==> config.mk <==
export PLATFORM = sky130hd
export DESIGN_NAME = div32_seq
export DESIGN_NICKNAME = d
export VERILOG_FILES = /design/src/rtl/div32_seq.sv
export SDC_FILE = /design/constraint.sdc
export NUM_CORES = 1
export LEC_CHECK = 0
export CORE_AREA = 5 5 130 132
export CTS_CLUSTER_DIAMETER = 40
export CTS_CLUSTER_SIZE = 20
export DETAILED_ROUTE_END_ITERATION = 7
export DIE_AREA = 0 0 135 137
export PLACE_DENSITY = 0.84
export SKIP_CTS_REPAIR_TIMING = 1
export SLEW_MARGIN = 30
export SYNTH_ARGS = -nofsm -noshare
export SYNTH_HDL_FRONTEND = slang
export SYNTH_SLANG_ARGS = --single-unit
==> constraint.sdc <==
create_clock -name clk -period 4.4 [get_ports clk]
set_input_delay 0.88 -clock clk [delete_from_list [all_inputs] [get_ports clk]]
set_output_delay 0.88 -clock clk [all_outputs]
set_load 0.005 [all_outputs]
==> src/rtl/div32_seq.sv <==
`timescale 1ns/1ps
// div32_seq -- iterative restoring divider for the MiniMIPS execute stage
// (DIV/DIVU). One trial subtraction per clock; the quotient and remainder
// go to the HI/LO writeback path.
//
// Build option: define DIV_SIGNED_EN to add the sign_op port and signed
// division. Without it the block is a plain unsigned divider.
//
// Ports:
//   clk          rising-edge clock
//   rst_n        asynchronous active-low reset
//   start        division request, honoured only while busy is low
//   dividend     numerator, captured on an accepted start
//   divisor      denominator, captured on an accepted start
//   sign_op      (DIV_SIGNED_EN only) 1 = signed division
//   busy         high while a division is in flight (CALC or DONE)
//   done         one-cycle pulse, results valid in that cycle
//   quotient     registered quotient, held until the next done
//   remainder    registered remainder, held until the next done
//   div_by_zero  registered flag for the last completed operation
//
// state  | meaning
// -------+------------------------------------------------------------
// IDLE   | waiting for start
// CALC   | one restoring step per cycle, WIDTH steps in total
// DONE   | result registers hold the new result, done pulses
module div32_seq #(
    parameter int WIDTH = 32
) (
    input  logic             clk,
    input  logic             rst_n,
    input  logic             start,
    input  logic [WIDTH-1:0] dividend,
    input  logic [WIDTH-1:0] divisor,
`ifdef DIV_SIGNED_EN
    input  logic             sign_op,
`endif
    output logic             busy,
    output logic             done,
    output logic [WIDTH-1:0] quotient,
    output logic [WIDTH-1:0] remainder,
    output logic             div_by_zero
);

    localparam int               CNT_W     = (WIDTH > 1) ? $clog2(WIDTH) : 1;
    localparam logic [CNT_W-1:0] LAST_STEP = CNT_W'(WIDTH - 1);

    typedef enum logic [1:0] {
        S_IDLE = 2'd0,
        S_CALC = 2'd1,
        S_DONE = 2'd2
    } state_t;

    state_t           state_q, state_d;
    logic [WIDTH:0]   p_q, p_d;
    // dvd_q shifts the dividend out at the top while quotient bits enter at
    // the bottom, so after WIDTH steps it holds the raw quotient.
    logic [WIDTH-1:0] dvd_q, dvd_d;
    logic [WIDTH-1:0] dvs_q, dvs_d;
    logic [WIDTH-1:0] quo_q, quo_d;
    logic [WIDTH-1:0] rem_q, rem_d;
    logic             dbz_q, dbz_d;
    logic [CNT_W-1:0] cnt_q, cnt_d;

    logic             div_zero;
    logic             last_step;
    logic [WIDTH+1:0] p_shift;
    logic [WIDTH+1:0] trial;
    logic             q_bit;
    logic [WIDTH:0]   p_step;
    logic [WIDTH-1:0] quo_raw;
    logic [WIDTH-1:0] rem_raw;
    logic [WIDTH-1:0] quo_fix;
    logic [WIDTH-1:0] rem_fix;
    logic [WIDTH-1:0] op_a;
    logic [WIDTH-1:0] op_b;

    assign div_zero  = (divisor == '0);
    assign last_step = (state_q == S_CALC) && (cnt_q == LAST_STEP);

    // One restoring step. The extra top bit of trial is the borrow: P stays
    // below 2*divisor, so a set MSB means the subtraction went negative.
    always_comb begin
        p_shift = {p_q, dvd_q[WIDTH-1]};
        trial   = p_shift - {2'b00, dvs_q};
        q_bit   = ~trial[WIDTH+1];
        p_step  = q_bit ? trial[WIDTH:0] : p_shift[WIDTH:0];
        quo_raw = {dvd_q[WIDTH-2:0], q_bit};
        rem_raw = p_step[WIDTH-1:0];
    end

`ifdef DIV_SIGNED_EN
    logic quo_neg_q, quo_neg_d;
    logic rem_neg_q, rem_neg_d;
    logic a_neg, b_neg;

    // The core divides magnitudes; signs are reapplied as the result loads,
    // so 0x80000000 / -1 wraps to 0x80000000 as required.
    always_comb begin
        a_neg   = sign_op & dividend[WIDTH-1];
        b_neg   = sign_op & divisor[WIDTH-1];
        op_a    = a_neg ? -dividend : dividend;
        op_b    = b_neg ? -divisor  : divisor;
        quo_fix = quo_neg_q ? -quo_raw : quo_raw;
        rem_fix = rem_neg_q ? -rem_raw : rem_raw;
    end
`else
    always_comb begin
        op_a    = dividend;
        op_b    = divisor;
        quo_fix = quo_raw;
        rem_fix = rem_raw;
    end
`endif

    // FSM: state register
    always_ff @(posedge clk or negedge rst_n) begin
        if (!rst_n) begin
            state_q <= S_IDLE;
        end else begin
            state_q <= state_d;
        end
    end

    // FSM: next state
    always_comb begin
        state_d = state_q;
        case (state_q)
            S_IDLE: begin
                if (start) begin
                    state_d = div_zero ? S_DONE : S_CALC;
                end
            end
            S_CALC: begin
                if (last_step) begin
                    state_d = S_DONE;
                end
            end
            S_DONE:  state_d = S_IDLE;
            default: state_d = S_IDLE;
        endcase
    end

    // FSM: outputs (decoded straight from the state flop)
    always_comb begin
        busy = (state_q != S_IDLE);
        done = (state_q == S_DONE);
    end

    // Datapath next values
    always_comb begin
        p_d   = p_q;
        dvd_d = dvd_q;
        dvs_d = dvs_q;
        cnt_d = cnt_q;
        quo_d = quo_q;
        rem_d = rem_q;
        dbz_d = dbz_q;
`ifdef DIV_SIGNED_EN
        quo_neg_d = quo_neg_q;
        rem_neg_d = rem_neg_q;
`endif
        case (state_q)
            S_IDLE: begin
                if (start) begin
                    if (div_zero) begin
                        quo_d = '1;
                        rem_d = dividend;
                        dbz_d = 1'b1;
                    end else begin
                        dvd_d = op_a;
                        dvs_d = op_b;
                        p_d   = '0;
                        cnt_d = '0;
`ifdef DIV_SIGNED_EN
                        quo_neg_d = a_neg ^ b_neg;
                        rem_neg_d = a_neg;
`endif
                    end
                end
            end
            S_CALC: begin
                p_d   = p_step;
                dvd_d = quo_raw;
                cnt_d = cnt_q + 1'b1;
                if (last_step) begin
                    quo_d = quo_fix;
                    rem_d = rem_fix;
                    dbz_d = 1'b0;
                end
            end
            default: ;
        endcase
    end

    always_ff @(posedge clk or negedge rst_n) begin
        if (!rst_n) begin
            p_q   <= '0;
            dvd_q <= '0;
            dvs_q <= '0;
            cnt_q <= '0;
            quo_q <= '0;
            rem_q <= '0;
            dbz_q <= 1'b0;
`ifdef DIV_SIGNED_EN
            quo_neg_q <= 1'b0;
            rem_neg_q <= 1'b0;
`endif
        end else begin
            p_q   <= p_d;
            dvd_q <= dvd_d;
            dvs_q <= dvs_d;
            cnt_q <= cnt_d;
            quo_q <= quo_d;
            rem_q <= rem_d;
            dbz_q <= dbz_d;
`ifdef DIV_SIGNED_EN
            quo_neg_q <= quo_neg_d;
            rem_neg_q <= rem_neg_d;
`endif
        end
    end

    assign quotient    = quo_q;
    assign remainder   = rem_q;
    assign div_by_zero = dbz_q;

endmodule

* Word level (Yosys, flattened, before mapping)
Cells that the tools add are included.
** Storage, ports and cells
- Output and inout bits :: 67
- Register bits after elaboration :: 169
- Logic and storage cells :: 54
- Input bits :: 67
** Cells by class
- Multiplexer cells :: 26
- $add $sub $neg :: 2
- Bitwise logic cells :: 2
- Equal/unequal tests :: 7
- Reduce and logical (&&, ||, !) cells :: 9
** Operators by type and width (number)
- $mux W32 :: 8
- $pmux W32 S2 :: 3
- $mux W33 :: 3
- $pmux W33 S2 :: 1
- $sub A34 B32 Y34 :: 1
- $logic_not A32 Y1 :: 1
- $mux W5 :: 2
- $pmux W5 S2 :: 1
- $ne A2 B2 Y1 const B :: 4
- $mux W2 :: 3
- $reduce_and A3 Y1 :: 2
- $add A5 B1 Y5 const B :: 1
- $eq A5 B5 Y1 const B :: 1
- $pmux W2 S2 :: 1
- $reduce_and A4 Y1 :: 1
- $reduce_bool A2 Y1 :: 2
- $mux W1 :: 3
- $eq A2 B1 Y1 const B :: 1
- $eq A2 B2 Y1 const B :: 1
- $logic_not A2 Y1 :: 1
- $not A1 Y1 :: 2
- $pmux W1 S2 :: 1
- $reduce_and A2 Y1 :: 1
- $logic_and A1 B1 Y1 :: 1

* Longest topological paths before layout
- Word-level depth :: 4
- Gate-level depth with buffers :: 13
- Gate-level depth less buffers :: 13

* Worst setup path before layout
No wires, ideal clock.
- Path kind :: reg-to-reg
- Start point :: register dvd_q[31]
- End point :: register rem_q[24], in the netlist remainder[24]
- Arrival :: 2798 ps
- Required time :: 4256 ps
- Path buffers :: 0
- Library setup time :: 144 ps
- Setup slack :: 1458 ps
- Period minus slack after synthesis :: 2942 ps
- Stages on the path, launching flop included :: 14
- Cells stage by stage :: dfrtp_1 inv_1 ha_1 inv_1 fa_1 a21o_1 a22o_1 o211ai_2 a211oi_1 o41ai_2 a21boi_0 or3_1 a31oi_1 a211oi_2
** On the way
- Cells in the longest elaborated chain, start to end :: 4
** Ends and longest elaborated chain
- start, declared :: RTL line 58 : logic [WIDTH-1:0] dvd_q, dvd_d;
- start signal, assigned :: RTL line 211 : dvd_q <= dvd_d;
- $sub A34 B32 Y34 :: RTL line 85 : trial = p_shift - {2'b00, dvs_q};
- $mux W33 :: RTL line 87 : p_step = q_bit ? trial[WIDTH:0] : p_shift[WIDTH:0];
- $mux W32 :: RTL line 186 : if (last_step) begin
- $pmux W32 S2 :: RTL line 163 : case (state_q)
- end signal, assigned :: RTL line 215 : rem_q <= rem_d;
- end, declared :: RTL line 61 : logic [WIDTH-1:0] rem_q, rem_d;
No other way between the ends. The select of a mux whose other input is x is not followed.
A chain may end at the register's enable or synchronous reset.

* Worst setup path in the final report
- Start point :: register p_q[23]
- End point :: register rem_q[18], in the netlist remainder[18]
** On the way
- Cells in the longest elaborated chain, start to end :: 4
** Ends and longest elaborated chain
- start, declared :: RTL line 55 : logic [WIDTH:0] p_q, p_d;
- start signal, assigned :: RTL line 210 : p_q <= p_d;
- $sub A34 B32 Y34 :: RTL line 85
- $mux W33 :: RTL line 87
- $mux W32 :: RTL line 186
- $pmux W32 S2 :: RTL line 163
No other way between the ends. The select of a mux whose other input is x is not followed.

==> flow_summary_export.csv <==
group,metric,value,unit
floorplanning,initial_core_util,57.4,%
critical_path,required,4720,ps
logic_synthesis,postSynth.asyncResetShare,100,%
hold_path,min_path_type,"register to register",
sta,maxSlewHeadroom,42.3,%
sta,fin_ws,933,ps
grt,grt_max_degree,96,
routing,drt_first_pass_iters,6,
logic_synthesis,syn_inst,980,
routing,drtAntennaViolNets,0,
logic_synthesis,synth_cell_types,65,
sta,fin_tns_setup,0,ps
critical_path,setup.worst_path.class,"register to register",
logic_synthesis,syn-cell-area,8950,sq um
logic_synthesis,syn_nets,1082,
routing,routed-wl-met2,10300,um
placement,dp_hpwl,17100,um
final_layout,diodes,0,
routing,highest_layer,"met5",
grt,grt_pass1_vias,7123,
grt,track_usage,26.1,%
sta,worst_slew_pin_slew,864,ps
sta,whs,493,ps
placement,io_buffers,133,
clock_network,root_buffer,"clkbuf_16",
power_and_ir_drop,p_per_area,974,nW/um^2
clock_network,numCtsBuffers,17,
final_layout,design_area,11100,sq um
floorplanning,io-pin-count,134,
sta,fmax,288,MHz
routing,num_vias,7744,
placement,placed_cell_area,10500,sq um
logic_synthesis,synth_top_family_by_area,"compound AO/OA/AOI/OAI gates",
final_layout,area_delta_synth_final,24.5,%
logic_synthesis,yosys_warnings,0,
job,drv_cap,0,
logic_synthesis,synth_xor_area_share,2.64,%
floorplanning,fp-row-count,46,
sta,fin_crit_sh,78.8,%
critical_path,arrival,3790,ps
routing,viasPerCell,5.88,
logic_synthesis,synth-simple-area-share,16.3,%
grt,overflow,0,
clock_network,cts_tree,"yes",
sta,rsz0062_at_grt,"false",
final_layout,regArea,4230,sq um
floorplanning,die_area,18500,sq um
logic_synthesis,ys_ff_latch,169,
final_layout,multiInputGateArea,4340,sq um
routing,drt-wirelength-per-cell,17.8,um
clock_network,htreeDepth,4,
critical_path,cp_slowest_cell,"ha_1",
sta,min_period,3470,ps
placement,dp_slack,902,ps
logic_synthesis,synth_fa_ha_area_share,4.97,%
critical_path,path_max_fanout,41,
grt,antenna_found_initial,1,
logic_synthesis,ys.flop_type,"dfrtp_1",
sta,finClkSkew,6.89,ps
power_and_ir_drop,p_leak,4.80,nW
clock_network,clk_pin_slew,70,ps
routing,drc_errors,0,
power_and_ir_drop,vdd_drop_max,498,uV
final_layout,fillers,1197,
grt,grt_pass1_wl,38000,um
sta,finalMaxSlewViolations,0,
logic_synthesis,yosysSeqAreaShare,47.2,%
final_layout,drive_above_1_share,5.63,%
floorplanning,coreArea,15600,sq um
clock_network,cts_buffer_depth,2,
placement,gp_congestion,0.899,
critical_path,startpoint_type,"register",
sta,final-setup-viol-count,0,
critical_path,crit_chain,"ha_1 -> nand2_1 -> nor4b_1 -> nor2b_1 -> nor4_1 -> a2111oi_4 -> buf_12 -> mux2i_1 -> o211ai_1 -> o21a_1",
critical_path,cpPeakStageDelay,440,ps
routing,wirelength,23500,um
critical_path,critical_path_buf_inv_count,1,
power_and_ir_drop,total_power,10.9,mW
sta,hold_viol,0,
floorplanning,die_h,137,um
critical_path,cp-end-kind,"register",
floorplanning,fp.dieW,135,um
logic_synthesis,synth_compound_area_share,21.3,%
routing,wl_met1,11000,um
clock_network,cts_sinks,169,
logic_synthesis,synthMuxAreaShare,2.93,%
logic_synthesis,synth.avg_cell_area,9.14,sq um
outcome,status,"finished clean",
routing,wl_met3,1720,um
final_layout,nets,1191,
logic_synthesis,synth-edff-count,0,
clock_network,clk-insertion-delay-late,430,ps
routing,drtIter0Drc,691,
critical_path,path_delay_family,"simple AND/OR/NAND/NOR gates",
-- through the flow --
| step | std cells | utilization, % |
|---|---|---|
| 6_report | 1317 | 71.5 |
| 5_1_grt | 1317 | 71.5 |
| 4_1_cts | 1317 | 71.4 |
| 3_5_place_dp | 1286 | 67.2 |
| 3_3_place_gp | 1285 | 67.0 |
| 2_1_floorplan | 980 | - |
-- power breakdown --
part	switching (mW)	internal (mW)	total (mW)	leakage, nW
clock network	0.660	1.02	1.68	0.315
registers	0.546	2.36	2.91	2.00
logic	3.52	2.75	6.26	2.48
total	4.72	6.13	10.9	4.80
-- kinds of logic (layout without fill, tap and decap cells) --
| family | Yosys count | after routing |
|---|---|---|
| adders and majority gates | 35 | 35 |
| AOI/OAI and AO/OA | 287 | 287 |
| DFF | 169 | 169 |
| buffers and inverters | 102 | 223 |
| muxes | 26 | 26 |
| and+or+nand+nor | 334 | 334 |
| xor gates and xnor gates | 27 | 27 |
-- Yosys cell counts, drive strengths merged (24+ instances only) --
master / n / area (sq um)
nand2: 182 / 683
dfrtp: 169 / 4230
o21ai: 92 / 460
nor2: 63 / 236
inv: 47 / 176
clkbuf: 44 / 166
a31oi: 36 / 225
ha: 34 / 425
a21oi: 33 / 165
o22a: 31 / 272
mux2i: 24 / 240
o211ai: 24 / 185
-- path summary, 6_finish.rpt --
path / from / end / slack [ps] / cells past startpoint
max: p_q[23] / remainder[18] / 930 / 10
min: remainder[18] / remainder[18] / 490 / 1
max reg2reg: p_q[23] / remainder[18] / 930 / 10
min reg2reg: remainder[18] / remainder[18] / 490 / 1
max in group asynchronous: rst_n / dvs_q[7] / 2990 / 2
min in group asynchronous: rst_n / p_q[6] / 510 / 1
-- layout make-up --
cell class                      instances  area share (%)
Sequential cell                       169            37.9
Tap cell                              216            2.42
Clock buffer                           17            3.82
Timing Repair Buffer                  145            13.2
Inverter                               47            1.58
Multi-Input combinational cell        709            38.9
Clock inverter                         14            2.12
-- routing by layer --
layer,global-route usage [%],up-vias
met5,0,-
met4,7.78,2
met3,5.11,40
met2,38.8,292
met1,39.0,3697
li1,-,3713
-- registers in the layout, indices dropped and copies added (netlist names) --
| name | cells |
|---|---|
| dvs_q | 32 |
| remainder | 32 |
| cnt_q | 5 |
| div_by_zero | 1 |
| dvd_q | 32 |
| state_q | 2 |
| quotient | 32 |
| p_q | 33 |
-- cells in the final DEF, fill, tap and decap left out, types with 7 or more instances in the layout --
master	Yosys	routed
nor2_1	63	61
a21o_1	15	15
ha_1	34	34
nand4_1	10	10
o21ai_0	86	86
nor3_1	12	12
a22oi_1	10	10
a21oi_1	33	32
o211ai_1	23	23
nor4_1	11	11
clkbuf_16	0	17
a31oi_1	36	36
o21a_1	11	11
or3_1	7	7
xor2_1	15	15
o22a_1	31	31
nand2_1	182	182
xnor2_1	12	12
mux2i_1	24	24
nor2b_1	8	8
buf_4	2	9
inv_1	46	46
dfrtp_1	169	169
nand3_1	15	15
clkdlybuf4s50_1	0	132
Power figures use the tool's default switching activity.
